**src/rtl/ntr_cmd_pkg.sv**
```systemverilog
// Shared opcodes, default chip ID and state encoding for the NTR command stage.
package ntr_cmd_pkg;

  localparam logic [7:0] OP_LED       = 8'hFF;
  localparam logic [7:0] OP_FIFO_BYTE = 8'h22;
  localparam logic [7:0] OP_FIFO_PACK = 8'h24;
  localparam logic [7:0] OP_CHIPID    = 8'h90;
  localparam logic [7:0] OP_ID_FF     = 8'h9F;

  localparam logic [31:0] CHIP_ID_DEFAULT = 32'h807F01E0;

  // Byte slots in one packed response word.
  localparam int unsigned PACK_SLOTS = 4;

  typedef enum logic [1:0] {
    StIdle,
    StLoad,
    StReady,
    StDone
  } ntr_state_e;

  // Number of FIFO bytes a word of this opcode may consume.
  function automatic logic [2:0] pack_limit(input logic [7:0] op);
    return (op == OP_FIFO_PACK) ? 3'(PACK_SLOTS) : 3'd1;
  endfunction

endpackage

```
**src/rtl/ntr_byte_packer.sv**
```systemverilog
// Accumulates up to limit_i FIFO bytes little-endian into one word; an empty FIFO ends the
// word early with the missing bytes left as zero.
module ntr_byte_packer
  import ntr_cmd_pkg::*;
(
  input  logic                      clk,
  input  logic                      rst_n,
  input  logic                      en_i,
  input  logic [2:0]                limit_i,
  input  logic                      fifo_empty_i,
  input  logic [7:0]                fifo_data_i,
  output logic                      rd_en_o,
  output logic                      done_o,
  output logic                      none_o,
  output logic [8*PACK_SLOTS-1:0]   word_o
);

  logic [8*PACK_SLOTS-1:0] acc_q;
  logic [2:0]              cnt_q;

  // Pop/complete decisions and the word including this cycle's byte.
  always_comb begin
    rd_en_o = en_i && !fifo_empty_i && (cnt_q < limit_i);
    done_o  = en_i && (fifo_empty_i || ((cnt_q + 3'd1) >= limit_i));
    none_o  = en_i && fifo_empty_i && (cnt_q == 3'd0);
    word_o  = acc_q;
    if (rd_en_o) begin
      word_o[{cnt_q[1:0], 3'b000} +: 8] = fifo_data_i;
    end
  end

  // Accumulator clears whenever idle or once a word is handed over.
  always_ff @(posedge clk or negedge rst_n) begin
    if (!rst_n) begin
      acc_q <= '0;
      cnt_q <= 3'd0;
    end else if (!en_i || done_o) begin
      acc_q <= '0;
      cnt_q <= 3'd0;
    end else if (rd_en_o) begin
      acc_q <= word_o;
      cnt_q <= cnt_q + 3'd1;
    end
  end

endmodule

```
**src/rtl/ntr_word_source.sv**
```systemverilog
// Latches decoded NTR commands and prefetches registered 32-bit response words.
module ntr_word_source
  import ntr_cmd_pkg::*;
#(
  parameter int unsigned WORDS_PER_CMD = 128,
  parameter logic [31:0] CHIP_ID       = CHIP_ID_DEFAULT
) (
  input  logic        clk,
  input  logic        rst_n,
  input  logic        cmd_valid_i,
  input  logic [63:0] command_i,
  input  logic        word_req_i,
  input  logic        fifo_empty_i,
  input  logic [7:0]  fifo_data_i,
  output logic        fifo_rd_en_o,
  output logic [31:0] data_word_o,
  output logic        word_valid_o,
  output logic        led_o,
  output logic        late_req_o
);

  localparam int unsigned   CntW    = $clog2(WORDS_PER_CMD + 1);
  localparam logic [CntW-1:0] LastIdx = CntW'(WORDS_PER_CMD - 1);

  ntr_state_e      state_q;
  logic [7:0]      op_q;
  logic [CntW-1:0] cnt_q;
  logic            cmd_q, cmd_prev_q, req_q;
  logic [31:0]     data_q;
  logic            valid_q, led_q, late_q;

  logic        cmd_rise, cmd_fall, is_fifo_op, pack_en;
  logic        pack_rd_en, pack_done, pack_none;
  logic [31:0] pack_word;
  logic        unused_cmd_bits;

  assign unused_cmd_bits = ^{command_i[63:57], command_i[55:8]};

  // Edge detection on the registered decoder level; FIFO ops hand word assembly to the packer.
  always_comb begin
    cmd_rise   = cmd_q && !cmd_prev_q;
    cmd_fall   = !cmd_q && cmd_prev_q;
    is_fifo_op = (op_q == OP_FIFO_BYTE) || (op_q == OP_FIFO_PACK);
    pack_en    = (state_q == StLoad) && is_fifo_op && !cmd_fall;
  end

  ntr_byte_packer u_packer (
    .clk          (clk),
    .rst_n        (rst_n),
    .en_i         (pack_en),
    .limit_i      (pack_limit(op_q)),
    .fifo_empty_i (fifo_empty_i),
    .fifo_data_i  (fifo_data_i),
    .rd_en_o      (pack_rd_en),
    .done_o       (pack_done),
    .none_o       (pack_none),
    .word_o       (pack_word)
  );

  // Input sampling: cmd_valid and word_req are registered before the FSM acts on them.
  always_ff @(posedge clk or negedge rst_n) begin
    if (!rst_n) begin
      cmd_q      <= 1'b0;
      cmd_prev_q <= 1'b0;
      req_q      <= 1'b0;
    end else begin
      cmd_q      <= cmd_valid_i;
      cmd_prev_q <= cmd_q;
      req_q      <= word_req_i;
    end
  end

  // Command FSM with registered response word, valid, LED and late-request flag.
  always_ff @(posedge clk or negedge rst_n) begin
    if (!rst_n) begin
      state_q <= StIdle;
      op_q    <= 8'h00;
      cnt_q   <= '0;
      data_q  <= 32'h0;
      valid_q <= 1'b0;
      led_q   <= 1'b0;
      late_q  <= 1'b0;
    end else begin
      if (cmd_fall) begin
        // Any partially packed bytes are dropped along with the transfer.
        state_q <= StIdle;
        valid_q <= 1'b0;
      end else begin
        unique case (state_q)
          StIdle: begin
            if (cmd_rise) begin
              op_q    <= command_i[7:0];
              cnt_q   <= '0;
              state_q <= StLoad;
            end
          end
          StLoad: begin
            if (is_fifo_op) begin
              if (pack_done) begin
                // An empty FIFO on a single-byte read is reported via bit 24.
                data_q  <= (op_q == OP_FIFO_BYTE && pack_none) ? 32'h0100_0000 : pack_word;
                valid_q <= 1'b1;
                state_q <= StReady;
              end
            end else begin
              case (op_q)
                OP_LED: begin
                  led_q  <= command_i[56];
                  data_q <= 32'd1;
                end
                OP_CHIPID: data_q <= CHIP_ID;
                OP_ID_FF:  data_q <= 32'hFFFF_FFFF;
                default:   data_q <= 32'h0;
              endcase
              valid_q <= 1'b1;
              state_q <= StReady;
            end
          end
          StReady: begin
            if (req_q) begin
              cnt_q <= cnt_q + CntW'(1);
              if (cnt_q == LastIdx) begin
                data_q  <= 32'h0;
                valid_q <= 1'b1;
                state_q <= StDone;
              end else begin
                valid_q <= 1'b0;
                state_q <= StLoad;
              end
            end
          end
          StDone: begin
          end
          default: state_q <= StIdle;
        endcase
      end

      // A request against an unprepared word is flagged; setting wins over the LED clear.
      if (req_q && !valid_q) begin
        late_q <= 1'b1;
      end else if ((state_q == StLoad) && (op_q == OP_LED) && !cmd_fall) begin
        late_q <= 1'b0;
      end
    end
  end

  assign fifo_rd_en_o = pack_rd_en;
  assign data_word_o  = data_q;
  assign word_valid_o = valid_q;
  assign led_o        = led_q;
  assign late_req_o   = late_q;

endmodule

```
**config.mk**
```make
export PLATFORM = sky130hd
export DESIGN_NAME = ntr_word_source
export DESIGN_NICKNAME = d
export VERILOG_FILES = /design/src/rtl/ntr_cmd_pkg.sv /design/src/rtl/ntr_byte_packer.sv /design/src/rtl/ntr_word_source.sv
export SDC_FILE = /design/constraint.sdc
export NUM_CORES = 1
export LEC_CHECK = 0
export BUFFER_PORTS_ARGS = -buffer_cell sky130_fd_sc_hd__buf_2
export CAP_MARGIN = 10
export CORE_MARGIN = 2
export CORE_UTILIZATION = 55
export DETAILED_ROUTE_END_ITERATION = 7
export GPL_TIMING_DRIVEN = 1
export PLACE_DENSITY = 0.82
export SYNTH_ARGS = -nofsm -noshare
export SYNTH_HDL_FRONTEND = slang
export SYNTH_SLANG_ARGS = --single-unit
```
**constraint.sdc**
```tcl
create_clock -name clk -period 8.6 [get_ports clk]
set_clock_uncertainty 0.1 [all_clocks]
set_input_delay 2.15 -clock clk [delete_from_list [all_inputs] [get_ports clk]]
set_output_delay 2.15 -clock clk [all_outputs]
set_load 0.01 [all_outputs]
```
## After elaboration in Yosys (flattened, before gate mapping)

Index checks and enable logic that the tools add are counted.

| word-level totals | value |
|---|---|
| output and inout port bits | 36 |
| register bits after elaboration | 91 |

| cells by class | value |
|---|---|
| shifts and indexed selects | 2 |
| add/subtract/negate cells | 3 |
| eq/ne operators | 15 |
| multiplexer cells | 32 |
| reductions and logical operators | 36 |
| bitwise gates (word level) | 2 |
| order comparisons | 2 |

Operators by type and width:

| kind | count |
|---|---|
| 32-bit two-way mux | 8 |
| 32-bit case mux with 3 select lines | 1 |
| 32-bit case mux with 2 select lines | 1 |
| 32-bit bitwise mux | 1 |
| 8-bit by 7-bit variable shift with 32-bit output, first input constant | 1 |
| 8-bit by 7-bit indexed part select with 32-bit output | 1 |
| 8-bit == test, second input constant | 3 |
| 8-bit by 6-bit == test with 1-bit output, second input constant | 2 |
| 8-bit two-way mux | 2 |
| 8-bit case mux with 2 select lines | 1 |
| 1-bit logical AND | 13 |
| 2-bit two-way mux | 6 |
| 4-bit AND reduction | 3 |
| 3-bit two-way mux | 3 |
| 8-bit by 1-bit adder with 8-bit output, second input constant | 1 |
| 8-bit by 7-bit == test with 1-bit output, second input constant | 1 |
| 2-bit nonzero test | 4 |
| 1-bit two-way mux | 7 |
| 5-bit negation with 7-bit output | 1 |
| 1-bit logical NOT | 6 |
| 2-bit inequality test, second input constant | 3 |
| 3-bit inequality test, second input constant | 2 |
| 2-bit case mux with 3 select lines | 1 |
| 3-bit AND reduction | 2 |
| 15 further kinds | 18 |

## Logic depth before layout (Yosys ltp)

Gate-level depths: netlist (run 1).

| logic depth | value |
|---|---|
| depth after elaboration | 11 |
| depth in mapped cells | 11 |
| depth with buffers taken out | 8 |

## Cells and area by module

A second synthesis (run 1) with hierarchy kept.

| unflattened totals | value |
|---|---|
| cell total of the unflattened synthesis | 493 |
| area, all modules | 4948.5 um^2 |

By module, submodules not included:

| module | area an instance (um^2) | seq. area each (um^2) | cells each | instances |
|---|---|---|---|---|
| ntr_word_source | 2896.5 | 1401.3 | 267 | 1 |
| ntr_byte_packer | 2052.0 | 875.8 | 226 | 1 |

## Worst setup path after synthesis (run 1)

No wires, ideal clock.

| timing | value |
|---|---|
| path kind | input port to output port |
| start | input fifo_empty_i |
| end | output fifo_rd_en_o |
| arrival | 2835 ps |
| required time | 6350 ps |
| stages | 3 |
| path slack | 3515 ps |
| path through | nor2_1 -> o21ai_1 -> nor3_1 |

| on the way | value |
|---|---|
| cells in the longest elaborated chain, start to end | 3 |

Ends and longest elaborated chain:

| item | RTL line | text |
|---|---|---|
| start: declaration | ntr_word_source.sv:13 | `input logic fifo_empty_i,` |
| 1-bit logical NOT | ntr_byte_packer.sv:23 | `rd_en_o = en_i && !fifo_empty_i && (cnt_q < limit_i);` |
| 1-bit logical AND (2 in series) | ntr_byte_packer.sv:23 |  |
| end: declaration | ntr_word_source.sv:15 | `output logic fifo_rd_en_o,` |

Every way passes these cells.

## Worst setup path after layout (run 1)

| timing | value |
|---|---|
| start | register op_q[6] |
| end | output fifo_rd_en_o |

| on the way | value |
|---|---|
| cells in the longest elaborated chain, start to end | 6 |

Ends and longest elaborated chain:

| item | RTL line | text |
|---|---|---|
| start: declaration | ntr_word_source.sv:26 | `logic [7:0] op_q;` |
| start signal: assignment | ntr_word_source.sv:92 | `op_q <= command_i[7:0];` |
| parallel branches: the longest is 5 deep, another holds 3-bit less-than comparator | - |  |
| 1-bit logical AND (*) | ntr_byte_packer.sv:23 |  |

Mark *: on every way between the ends.

==> out/qor.json, run 1 <==
{
  "status": {"value": "completed"},
  "crit_chain": {"value": "or3_1 -> or4_2 -> ha_1 -> inv_1 -> o21ai_1 -> nor3_1 -> buf_2"},
  "dp_worst_setup_slack": {"value": 3.098, "unit": "ns"},
  "final.period_utilization": {"value": 64.70, "unit": "%"},
  "track_usage": {"value": 23.85, "unit": "%"},
  "final_antenna_net_count": {"value": 0},
  "h_tree_levels": {"value": 3},
  "timing_hold_violations_final": {"value": 0},
  "critPathKind": {"value": "reg -> out"},
  "detail_route.first_pass.iterations": {"value": 5},
  "clock_sinks": {"value": 91},
  "globalRoute.totalOverflow": {"value": 0},
  "met2_length": {"value": 4.994, "unit": "mm"},
  "ios": {"value": 113},
  "fp.dieH": {"value": 95.97, "unit": "um"},
  "setup-tns-final": {"value": 0, "unit": "ns"},
  "data_arrival_time_at_the_worst_slack_endpoint": {"value": 3.31, "unit": "ns"},
  "die_area": {"value": 0.009209, "unit": "mm2"},
  "power.static_leakage": {"value": 0.002451, "unit": "uW"},
  "hpwlAfterDp": {"value": 6.994, "unit": "mm"},
  "critical_path.max_fanout": {"value": 9},
  "avgViaCountPerCell": {"value": 5.997},
  "seqPwrFrac": {"value": 46.2, "unit": "%"},
  "worstMarginPinSlew": {"value": 1.044, "unit": "ns"},
  "clkSlewWorstSetupHoldPaths": {"value": 0.10, "unit": "ns"},
  "share_of_synthesized_flip_flops_with_an_asynchronous_set_or_reset": {"value": 100.0, "unit": "%"},
  "cts.hold.buffers_added": {"value": 0},
  "place_inst": {"value": 590},
  "ctsResizeCount": {"value": 0},
  "whs": {"value": 0.3511, "unit": "ns"},
  "crit_path_required_time": {"value": 6.35, "unit": "ns"},
  "initialDrtViolationCount": {"value": 321},
  "detail_route.wirelength": {"value": 10.36, "unit": "mm"},
  "relative_contribution_of_the_clock_network_to_total_power": {"value": 27.8, "unit": "%"},
  "final_period_minus_worst_setup_slack": {"value": 5.564, "unit": "ns"},
  "maximum_buffer_depth_of_the_clock_tree": {"value": 2},
  "setup_viol": {"value": 0},
  "comb_power_share": {"value": 25.9, "unit": "%"},
  "postSynthCellCount": {"value": 448},
  "post-route-util": {"value": 63.04, "unit": "%"},
  "routedWlPerCell": {"value": 17.06, "unit": "um"},
  "antenna_violations_before_repair": {"value": 0},
  "worst_path_max_delay_cell": {"value": "sky130_fd_sc_hd__or4_2"},
  "cts_tree": {"value": "done"},
  "cp-end-kind": {"value": "output port"},
  "min-delay-path-class": {"value": "reg -> reg"},
  "start_util": {"value": 56.62, "unit": "%"},
  "insertedDiodeCount": {"value": 0},
  "worstSkewPairLatency": {"value": 0.37, "unit": "ns"},
  "syn-num-nets": {"value": 542},
  "via_count_of_the_first_global_routing_pass": {"value": 3392},
  "timing_max_transition_violations_final": {"value": 0},
  "avgSynthCellArea": {"value": 10.38, "unit": "um2"},
  "power_density": {"value": 217.0, "unit": "mW/mm2"},
  "top_layer": {"value": "met4"},
  "numPortBuffers": {"value": 57},
  "power.net_switching": {"value": 386.6, "unit": "uW"},
  "dr_total_vias": {"value": 3640},
  "met1Wirelength": {"value": 4.553, "unit": "mm"},
  "power.internal": {"value": 737.4, "unit": "uW"},
  "clock_tree.root_cell": {"value": "sky130_fd_sc_hd__clkbuf_8"},
  "largest_net_degree_at_the_start_of_global_routing": {"value": 48},
  "sw_frac_of_total": {"value": 34.39, "unit": "%"},
  "cell_variety_after_synth": {"value": 64},
  "layoutNonFillerInstCount": {"value": 607},
  "postLayoutSetupSlackWorst": {"value": 3.036, "unit": "ns"},
  "synth.yosys.seq_area_share": {"value": 48.95, "unit": "%"},
  "numCtsBuffers": {"value": 9},
  "max_freq": {"value": 179.7, "unit": "MHz"},
  "drive_gt1_share": {"value": 22.51, "unit": "%"},
  "globalplace.congestion": {"value": 0.8538},
  "timing.max_slew.rel_slack": {"value": 30.23, "unit": "%"},
  "critPathBufInv": {"value": 2},
  "synthesis.yosys.warnings": {"value": 0},
  "timing.reg2reg.setup_slack": {"value": 4.06, "unit": "ns"},
  "dieWidth": {"value": 95.97, "unit": "um"},
  "first_pass_grt_wire_length": {"value": 16.72, "unit": "mm"},
  "crit_family": {"value": "simple AND/OR/NAND/NOR gates"},
  "critical_path.startpoint_type": {"value": "flop"},
  "syn_area": {"value": 0.004652, "unit": "mm2"},
  "vdd.ir_drop.worst": {"value": 0.1658, "unit": "mV"},
  "ys_ff_latch": {"value": 91},
  "met3_length": {"value": 585, "unit": "um"},
  "yosys_most_used_dff": {"value": "sky130_fd_sc_hd__dfrtp_1"},
  "number_of_enable_flip_flop_cells_after_synthesis": {"value": 0},
  "layout_area_overhead": {"value": 11.35, "unit": "%"},
  "rsz0062_at_grt": {"value": "false"},
  "max-cap-violations": {"value": 0},
  "final_net_count": {"value": 591},
  "setup_buffers_after_cts": {"value": 0},
  "placement_rows": {"value": 33},
  "drcViolationCount": {"value": 0},
  "cp_slowest_stage_delay": {"value": 0.72, "unit": "ns"},
  "area_of_the_core": {"value": 0.008217, "unit": "mm2"}
}
==> cell usage after synthesis (all sizes together) (10+ instances only) <==
library cell  instances  area share, %
dfrtp                91             49
nand2                37            3.0
nor2                 37            3.0
o21ai                32            3.8
a21oi                26            2.8
nand3                22            3.3
and2                 20            2.7
mux2i                18            3.9
ha                   17            4.6
buf                  12            2.3
inv                  11           0.89
mux2                 11            2.7
clkbuf               10           0.81
nor3                 10            1.2
o211ai               10            1.7
==> sequential cells by signal, summed over array words and instances, names as in the netlist, 2 cells and up <==
signal          cells
cnt_q               8
data_word_o        32
u_packer.acc_q     32
op_q                8
state_q             2
u_packer.cnt_q      3
==> kinds of logic (layout without fill, tap and decap cells) <==
group,after synthesis,in the layout,share of synthesized area [%]
and+or+nand+nor,167,167,19.98
AOI/OAI and AO/OA,107,107,15.25
buffers and inverters,33,87,3.954
muxes,29,29,6.536
adders and majority gates,17,17,4.572
xor gates and xnor gates,4,4,0.7532
DFF,91,91,48.95
==> per-stage QoR <==
stage,instance area (um2),power (uW)
6_report,5180,1124
5_1_grt,5180,1189
4_1_cts,5172,1130
3_5_place_dp,4956,818.1
3_3_place_gp,4956,803.5
2_1_floorplan,4652,745.5
==> layout make-up <==
type                       count  area (um2)
tap                          105       131.4
clock inverter                 7       92.59
fill                         674        3037
sequential                    91        2277
inverter                      11       41.29
timing repair buffer          60       310.3
multi-input combinational    324        2203
clock buffer                   9       123.9
==> layer usage <==
| layer | track usage (%) | up-vias |
|---|---|---|
| met1 | 32.90 | 1795 |
| li1 | - | 1709 |
| met4 | 8.571 | 0 |
| met5 | 0 | - |
| met2 | 37.59 | 115 |
| met3 | 4.855 | 21 |
==> cell usage in the layout, fill, tap and decap left out, drive strengths merged, types with 5 or more instances in the layout <==
| cell type | count |
|---|---|
| buf | 59 |
| o21ai | 32 |
| clkbuf | 10 |
| dfrtp | 91 |
| a22o | 6 |
| nand4 | 7 |
| mux2i | 18 |
| nor3 | 10 |
| nand2 | 37 |
| ha | 17 |
| and2 | 20 |
| nor2b | 5 |
| mux2 | 11 |
| nor2 | 37 |
| o211ai | 10 |
| a211oi | 8 |
| a21oi | 26 |
| nand3 | 22 |
| inv | 14 |
==> worst reg2reg max path, cell delays in order, from the launching register on <==
cell	delay, ns
sky130_fd_sc_hd__dfrtp_1	0.41
sky130_fd_sc_hd__or3_1	0.52
sky130_fd_sc_hd__or4_2	0.72
sky130_fd_sc_hd__ha_1	0.31
sky130_fd_sc_hd__nand3b_1	0.08
sky130_fd_sc_hd__a211oi_1	0.77
sky130_fd_sc_hd__nand3_2	0.82
sky130_fd_sc_hd__o211ai_2	0.34
sky130_fd_sc_hd__mux2_2	0.36
==> worst paths after layout <==
path                          from         endpoint  depth (start not counted)
setup / recovery           op_q[6]     fifo_rd_en_o                          7
hold / removal               cmd_q       cmd_prev_q                          0
setup reg to reg           op_q[6]       state_q[0]                          8
hold reg to reg              cmd_q       cmd_prev_q                          0
max in group asynchronous    rst_n  data_word_o[16]                          2
min in group asynchronous    rst_n       late_req_o                          1
==> power groups by stage <==
stage                     clock [uW]  combinational [uW]  sequential, uW
final                            313                 292             519
after global placement             0                 279             524
after global routing             337                 324             528
after detailed placement           0                 290             528
after CTS                        319                 292             520
after floorplan                    0                 221             525
(Power assumes the default switching activity.)
==> run 2: changes to the inputs <==
--- a/config.mk
+++ b/config.mk
@@ -8,10 +8,10 @@
 export BUFFER_PORTS_ARGS = -buffer_cell sky130_fd_sc_hd__buf_2
 export CAP_MARGIN = 10
 export CORE_MARGIN = 2
-export CORE_UTILIZATION = 55
+export CORE_UTILIZATION = 54
 export DETAILED_ROUTE_END_ITERATION = 7
 export GPL_TIMING_DRIVEN = 1
-export PLACE_DENSITY = 0.82
+export PLACE_DENSITY = 0.81
 export SYNTH_ARGS = -nofsm -noshare
 export SYNTH_HDL_FRONTEND = slang
 export SYNTH_SLANG_ARGS = --single-unit
==> constraint.sdc (replaced) <==
create_clock -name clk -period 5.6 [get_ports clk]
set_clock_uncertainty 0.1 [all_clocks]
set_input_delay 1.4 -clock clk [delete_from_list [all_inputs] [get_ports clk]]
set_output_delay 1.4 -clock clk [all_outputs]
set_load 0.01 [all_outputs]
==> run 2 against run 1 <==
First-iteration DRC count decreased by 12%; wire length down 1.4%; power increased by 50%; utilization decreased by 0.82 points; combinational power up 52%; via count hardly changed; count of clock-buffer cells in the layout grew 1.
==> out/qor.json, run 2 (same netlist as run 1, synthesis figures left out) <==
{
  "status": {"value": "completed"},
  "cts.hold.buffers_added": {"value": 0},
  "crit_family": {"value": "simple AND/OR/NAND/NOR gates"},
  "final_net_count": {"value": 592},
  "mostFrequentLayoutCell": {"value": "sky130_fd_sc_hd__dfrtp_1"},
  "p_total": {"value": 1687, "unit": "uW"},
  "clock_sinks": {"value": 91},
  "critical_path.max_fanout": {"value": 8},
  "final_antenna_net_count": {"value": 0},
  "data_arrival_time_at_the_worst_slack_endpoint": {"value": 2.90, "unit": "ns"},
  "first_pass_grt_wire_length": {"value": 17.15, "unit": "mm"},
  "postLayoutCellArea": {"value": 0.005164, "unit": "mm2"},
  "final.period_utilization": {"value": 78.54, "unit": "%"},
  "crit_chain": {"value": "or3_1 -> or4_2 -> ha_1 -> nor2_1 -> o21ai_1 -> nor3_1 -> buf_2"},
  "vdd.ir_drop.worst": {"value": 0.2317, "unit": "mV"},
  "fp.dieH": {"value": 96.82, "unit": "um"},
  "drcViolationCount": {"value": 0},
  "globalRoute.totalOverflow": {"value": 0},
  "detail_route.wirelength": {"value": 10.21, "unit": "mm"},
  "min-delay-path-class": {"value": "reg -> reg"},
  "clock_tree.root_cell": {"value": "sky130_fd_sc_hd__clkbuf_8"},
  "timing_hold_violations_final": {"value": 0},
  "timing.max_slew.rel_slack": {"value": 19.84, "unit": "%"},
  "detail_route.first_pass.iterations": {"value": 5},
  "worst_path_max_delay_cell": {"value": "sky130_fd_sc_hd__or4_2"},
  "final_period_minus_worst_setup_slack": {"value": 4.399, "unit": "ns"},
  "drive_gt1_share": {"value": 22.47, "unit": "%"},
  "final_cell_mix": {"value": "91 x sky130_fd_sc_hd__dfrtp_1, 56 x sky130_fd_sc_hd__buf_2, 37 x sky130_fd_sc_hd__nor2_1, 37 x sky130_fd_sc_hd__nand2_1, 26 x sky130_fd_sc_hd__a21oi_1"},
  "numPortBuffers": {"value": 57},
  "placedInstanceArea": {"value": 0.004971, "unit": "mm2"},
  "rsz0062_at_grt": {"value": "false"},
  "dr_total_vias": {"value": 3639},
  "worstSkewPairLatency": {"value": 0.35, "unit": "ns"},
  "critPathBufInv": {"value": 1},
  "max_freq": {"value": 227.4, "unit": "MHz"},
  "numCtsBuffers": {"value": 9},
  "timing_max_transition_violations_final": {"value": 0},
  "relative_contribution_of_the_clock_network_to_total_power": {"value": 26.4, "unit": "%"},
  "largest_net_degree_at_the_start_of_global_routing": {"value": 53},
  "initialDrtViolationCount": {"value": 281},
  "h_tree_levels": {"value": 3},
  "power.static_leakage": {"value": 0.002443, "unit": "uW"},
  "routedWlPerCell": {"value": 16.80, "unit": "um"},
  "globalplace.congestion": {"value": 0.8812},
  "cts_tree": {"value": "done"},
  "setup-tns-final": {"value": 0, "unit": "ns"},
  "cp-end-kind": {"value": "output port"},
  "ios": {"value": 113},
  "crit_path_required_time": {"value": 4.10, "unit": "ns"},
  "cp_slowest_stage_delay": {"value": 0.72, "unit": "ns"},
  "whs": {"value": 0.3575, "unit": "ns"},
  "via_count_of_the_first_global_routing_pass": {"value": 3471},
  "dieWidth": {"value": 96.82, "unit": "um"},
  "insertedDiodeCount": {"value": 0},
  "power_density": {"value": 326.7, "unit": "mW/mm2"},
  "power.net_switching": {"value": 564.9, "unit": "uW"},
  "area_of_the_core": {"value": 0.008299, "unit": "mm2"},
  "critPathKind": {"value": "reg -> out"},
  "seqPwrFrac": {"value": 47.4, "unit": "%"},
  "layout_area_overhead": {"value": 11.00, "unit": "%"},
  "setup_buffers_after_cts": {"value": 0},
  "worstMarginPinSlew": {"value": 1.192, "unit": "ns"},
  "avgViaCountPerCell": {"value": 5.985},
  "critical_path.startpoint_type": {"value": "flop"},
  "antenna_violations_before_repair": {"value": 0},
  "setup_viol": {"value": 0},
  "max-cap-violations": {"value": 0},
  "maximum_buffer_depth_of_the_clock_tree": {"value": 2},
  "power.internal": {"value": 1122, "unit": "uW"},
  "die_area": {"value": 0.009373, "unit": "mm2"},
  "hpwlAfterDp": {"value": 7.217, "unit": "mm"},
  "start_util": {"value": 56.05, "unit": "%"},
  "sw_frac_of_total": {"value": 33.48, "unit": "%"},
  "ctsResizeCount": {"value": 0},
  "clkSlewWorstSetupHoldPaths": {"value": 0.09, "unit": "ns"},
  "placement_rows": {"value": 33},
  "track_usage": {"value": 22.31, "unit": "%"},
  "comb_power_share": {"value": 26.2, "unit": "%"}
}
## run 2: layer usage
layer	routed length, um	vias to the layer above	global-route usage [%]	share of wire (%)
met1	4541	1800	31.13	44
met4	174	0	7.151	1.7
li1	-	1704	-	-
met3	493	18	4.408	4.8
met2	5003	117	35.36	49
met5	0	-	0	0
## run 2: layout make-up
| cell class | count | area, um2 |
|---|---|---|
| clock inverters | 6 | 65.06 |
| fillers | 697 | 3136 |
| flip-flops and latches | 91 | 2277 |
| repair buffers | 61 | 317.8 |
| well taps | 105 | 131.4 |
| multi-input cells | 324 | 2203 |
| inverters | 11 | 41.29 |
| clock buffers | 10 | 127.6 |
## run 2: power groups by stage
stage	combinational, uW	sequential [uW]	clock [uW]
floorplan	339	806	0
global placement	429	805	0
detailed placement	446	813	0
CTS	448	800	451
global route	495	810	484
finish	443	799	446
## run 2: per-stage QoR
stage | setup slack [ns] | std cells | utilization [%]
2_1_floorplan | 1.669 | 448 | -
3_3_place_gp | 1.558 | 592 | 59.90
3_5_place_dp | 1.578 | 592 | 59.90
4_1_cts | 1.171 | 608 | 62.22
5_1_grt | 0.9300 | 608 | 62.22
6_report | 1.201 | 608 | 62.22
## run 2: final timing paths
check | depth (start not counted) | from | end | slack (ns)
worst max-delay path | 7 | op_q[6] | fifo_rd_en_o | 1.20
worst min-delay path | 0 | cmd_q | cmd_prev_q | 0.36
worst max register to register | 8 | op_q[6] | data_word_o[10] | 1.57
worst min register to register | 0 | cmd_q | cmd_prev_q | 0.36
max in group asynchronous | 2 | rst_n | u_packer.cnt_q[2] | 3.47
min in group asynchronous | 1 | rst_n | req_q | 0.97
==> run 3: changes to the inputs <==
--- a/config.mk
+++ b/config.mk
@@ -8,10 +8,10 @@
 export BUFFER_PORTS_ARGS = -buffer_cell sky130_fd_sc_hd__buf_2
 export CAP_MARGIN = 10
 export CORE_MARGIN = 2
-export CORE_UTILIZATION = 54
+export CORE_UTILIZATION = 49
 export DETAILED_ROUTE_END_ITERATION = 7
 export GPL_TIMING_DRIVEN = 1
-export PLACE_DENSITY = 0.81
+export PLACE_DENSITY = 0.77
 export SYNTH_ARGS = -nofsm -noshare
 export SYNTH_HDL_FRONTEND = slang
 export SYNTH_SLANG_ARGS = --single-unit
==> constraint.sdc (replaced) <==
create_clock -name clk -period 3.8 [get_ports clk]
set_clock_uncertainty 0.1 [all_clocks]
set_input_delay 0.95 -clock clk [delete_from_list [all_inputs] [get_ports clk]]
set_output_delay 0.95 -clock clk [all_outputs]
set_load 0.01 [all_outputs]
==> run 3 against run 2 <==
Register-to-register slack lost 0.84 ns; die area grew 9.8%; largest power group unchanged; first-iteration DRC count is 36% lower; clock power up 43%; wire length fell by 1.2%; via count fell by 2.8%; sequential share of layout area down 1.0 points; cell area grew 2.4%; count of clock-buffer cells in the layout unchanged; sequential cell count stayed put; sequential power increased by 46%.
==> out/qor.json, run 3 (same netlist as run 1, synthesis figures left out) <==
{
  "layoutNonFillerInstCount": {"value": 639},
  "timing_max_transition_violations_final": {"value": 0},
  "via_count_of_the_first_global_routing_pass": {"value": 3375},
  "power.static_leakage": {"value": 0.002484, "unit": "uW"},
  "dr_total_vias": {"value": 3538},
  "setup_buffers_after_cts": {"value": 0},
  "final_net_count": {"value": 600},
  "globalplace.congestion": {"value": 0.8461},
  "min-delay-path-class": {"value": "reg -> reg"},
  "r2r.worst_path.cells": {"value": 10},
  "first_pass_grt_wire_length": {"value": 16.82, "unit": "mm"},
  "final_period_minus_worst_setup_slack": {"value": 3.574, "unit": "ns"},
  "dieWidth": {"value": 101.4, "unit": "um"},
  "track_usage": {"value": 21.03, "unit": "%"},
  "vdd.ir_drop.worst": {"value": 0.3100, "unit": "mV"},
  "placement_rows": {"value": 35},
  "maximum_buffer_depth_of_the_clock_tree": {"value": 2},
  "avgViaCountPerCell": {"value": 5.537},
  "numCtsBuffers": {"value": 9},
  "clkSlewWorstSetupHoldPaths": {"value": 0.08, "unit": "ns"},
  "status": {"value": "completed"},
  "routedWlPerCell": {"value": 15.79, "unit": "um"},
  "post-route-util": {"value": 57.21, "unit": "%"},
  "detail_route.wirelength": {"value": 10.09, "unit": "mm"},
  "detail_route.first_pass.iterations": {"value": 5},
  "rsz0062_at_grt": {"value": "false"},
  "hpwlAfterDp": {"value": 7.060, "unit": "mm"},
  "setup_viol": {"value": 0},
  "max_freq": {"value": 279.8, "unit": "MHz"},
  "clock_tree.root_cell": {"value": "sky130_fd_sc_hd__clkbuf_8"},
  "h_tree_levels": {"value": 3},
  "die_area": {"value": 0.01029, "unit": "mm2"},
  "final_antenna_net_count": {"value": 0},
  "cts_tree": {"value": "done"},
  "clock_sinks": {"value": 91},
  "power_density": {"value": 477.5, "unit": "mW/mm2"},
  "antenna_violations_before_repair": {"value": 0},
  "area_of_the_core": {"value": 0.009240, "unit": "mm2"},
  "setup-tns-final": {"value": 0, "unit": "ns"},
  "largest_net_degree_at_the_start_of_global_routing": {"value": 92},
  "final.period_utilization": {"value": 94.06, "unit": "%"},
  "ios": {"value": 113},
  "timing.reg2reg.setup_slack": {"value": 0.73, "unit": "ns"},
  "mostFrequentLayoutCell": {"value": "sky130_fd_sc_hd__dfrtp_1"},
  "crit_path_required_time": {"value": 2.75, "unit": "ns"},
  "critical_path.max_fanout": {"value": 4},
  "whs": {"value": 0.3525, "unit": "ns"},
  "numPortBuffers": {"value": 57},
  "worstMarginPinSlew": {"value": 0.9016, "unit": "ns"},
  "worstSkewPairLatency": {"value": 0.36, "unit": "ns"},
  "hold_depth": {"value": 0},
  "insertedDiodeCount": {"value": 0},
  "initialDrtViolationCount": {"value": 181},
  "fp.dieH": {"value": 101.4, "unit": "um"},
  "timing_hold_violations_final": {"value": 0},
  "critical_path.startpoint_type": {"value": "flop"},
  "final_cell_mix": {"value": "91 x sky130_fd_sc_hd__dfrtp_1, 56 x sky130_fd_sc_hd__buf_2, 37 x sky130_fd_sc_hd__nand2_1"},
  "layout.filler_cells": {"value": 834},
  "globalRoute.totalOverflow": {"value": 0},
  "drive_gt1_share": {"value": 23.92, "unit": "%"},
  "p_total": {"value": 2524, "unit": "uW"},
  "cp-end-kind": {"value": "output port"},
  "max-cap-violations": {"value": 0},
  "worst_r2r_endpoint": {"value": "data_word_o[15]"},
  "data_arrival_time_at_the_worst_slack_endpoint": {"value": 2.52, "unit": "ns"},
  "layout_area_overhead": {"value": 13.64, "unit": "%"},
  "drcViolationCount": {"value": 0},
  "worst_setup_sp": {"value": "op_q[6]"},
  "worstReg2RegStart": {"value": "op_q[6]"},
  "critPathKind": {"value": "reg -> out"},
  "start_util": {"value": 50.35, "unit": "%"},
  "timing.max_slew.rel_slack": {"value": 39.76, "unit": "%"},
  "place_inst": {"value": 624},
  "crit_end": {"value": "fifo_rd_en_o"}
}
## run 3: cell count changes in the layout (fill, tap and decap cells not counted), sizes merged
cell,previous run,this run
clkinvlp,1,2
buf,61,69
clkinv,3,1
## run 3: worst min-delay path by stage
stage	from	end	slack (ns)
finish	cmd_q	cmd_prev_q	0.35
global route	cmd_q	cmd_prev_q	0.37
CTS	cmd_q	cmd_prev_q	0.36
detailed placement	cmd_q	cmd_prev_q	0.33
global placement	cmd_q	cmd_prev_q	0.31
floorplan	cmd_q	cmd_prev_q	0.31
## run 3: where the power goes
part	internal (uW)	switching [uW]
logic	307	402
clock network	304	336
registers	1080	96.8
## run 3: what timing repair did
action	CTS	global route
endpoints found under the setup margin	1	1
gates resized for setup	2	1
hold buffers	0	0
## run 3: layer usage
metal,GRT usage [%],part of all wire (%),vias up
met2,33.52,48,105
met3,4.141,5.5,16
met5,0,0,-
li1,-,-,1722
met1,28.69,44,1695
met4,7.692,1.8,0
## run 3: final cells by class
class / instances / area (um2) / area share, %
sequential: 91 / 2277 / 43.08
multi-input combinational: 324 / 2213 / 41.87
timing repair buffer: 69 / 402.9 / 7.621
tap: 129 / 161.4 / 3.053
clock buffer: 10 / 127.6 / 2.414
clock inverter: 5 / 62.56 / 1.183
inverter: 11 / 41.29 / 0.7811
## run 3: critical path, stage by stage (launching register included)
cell and delay, ns:
sky130_fd_sc_hd__dfrtp_1 0.41, sky130_fd_sc_hd__or3_1 0.40, sky130_fd_sc_hd__or4_4 0.54, sky130_fd_sc_hd__ha_1 0.29, sky130_fd_sc_hd__inv_1 0.11, sky130_fd_sc_hd__o21ai_1 0.11
sky130_fd_sc_hd__nor3_2 0.15, sky130_fd_sc_hd__buf_2 0.16
## run 3: through the flow
stage               setup slack (ns)  area [um2]
floorplan                     0.3088        4652
global placement              0.3490        5086
detailed placement            0.2923        5086
CTS                         0.005646        5284
global route                 0.06697        5286
finish                        0.2259        5286
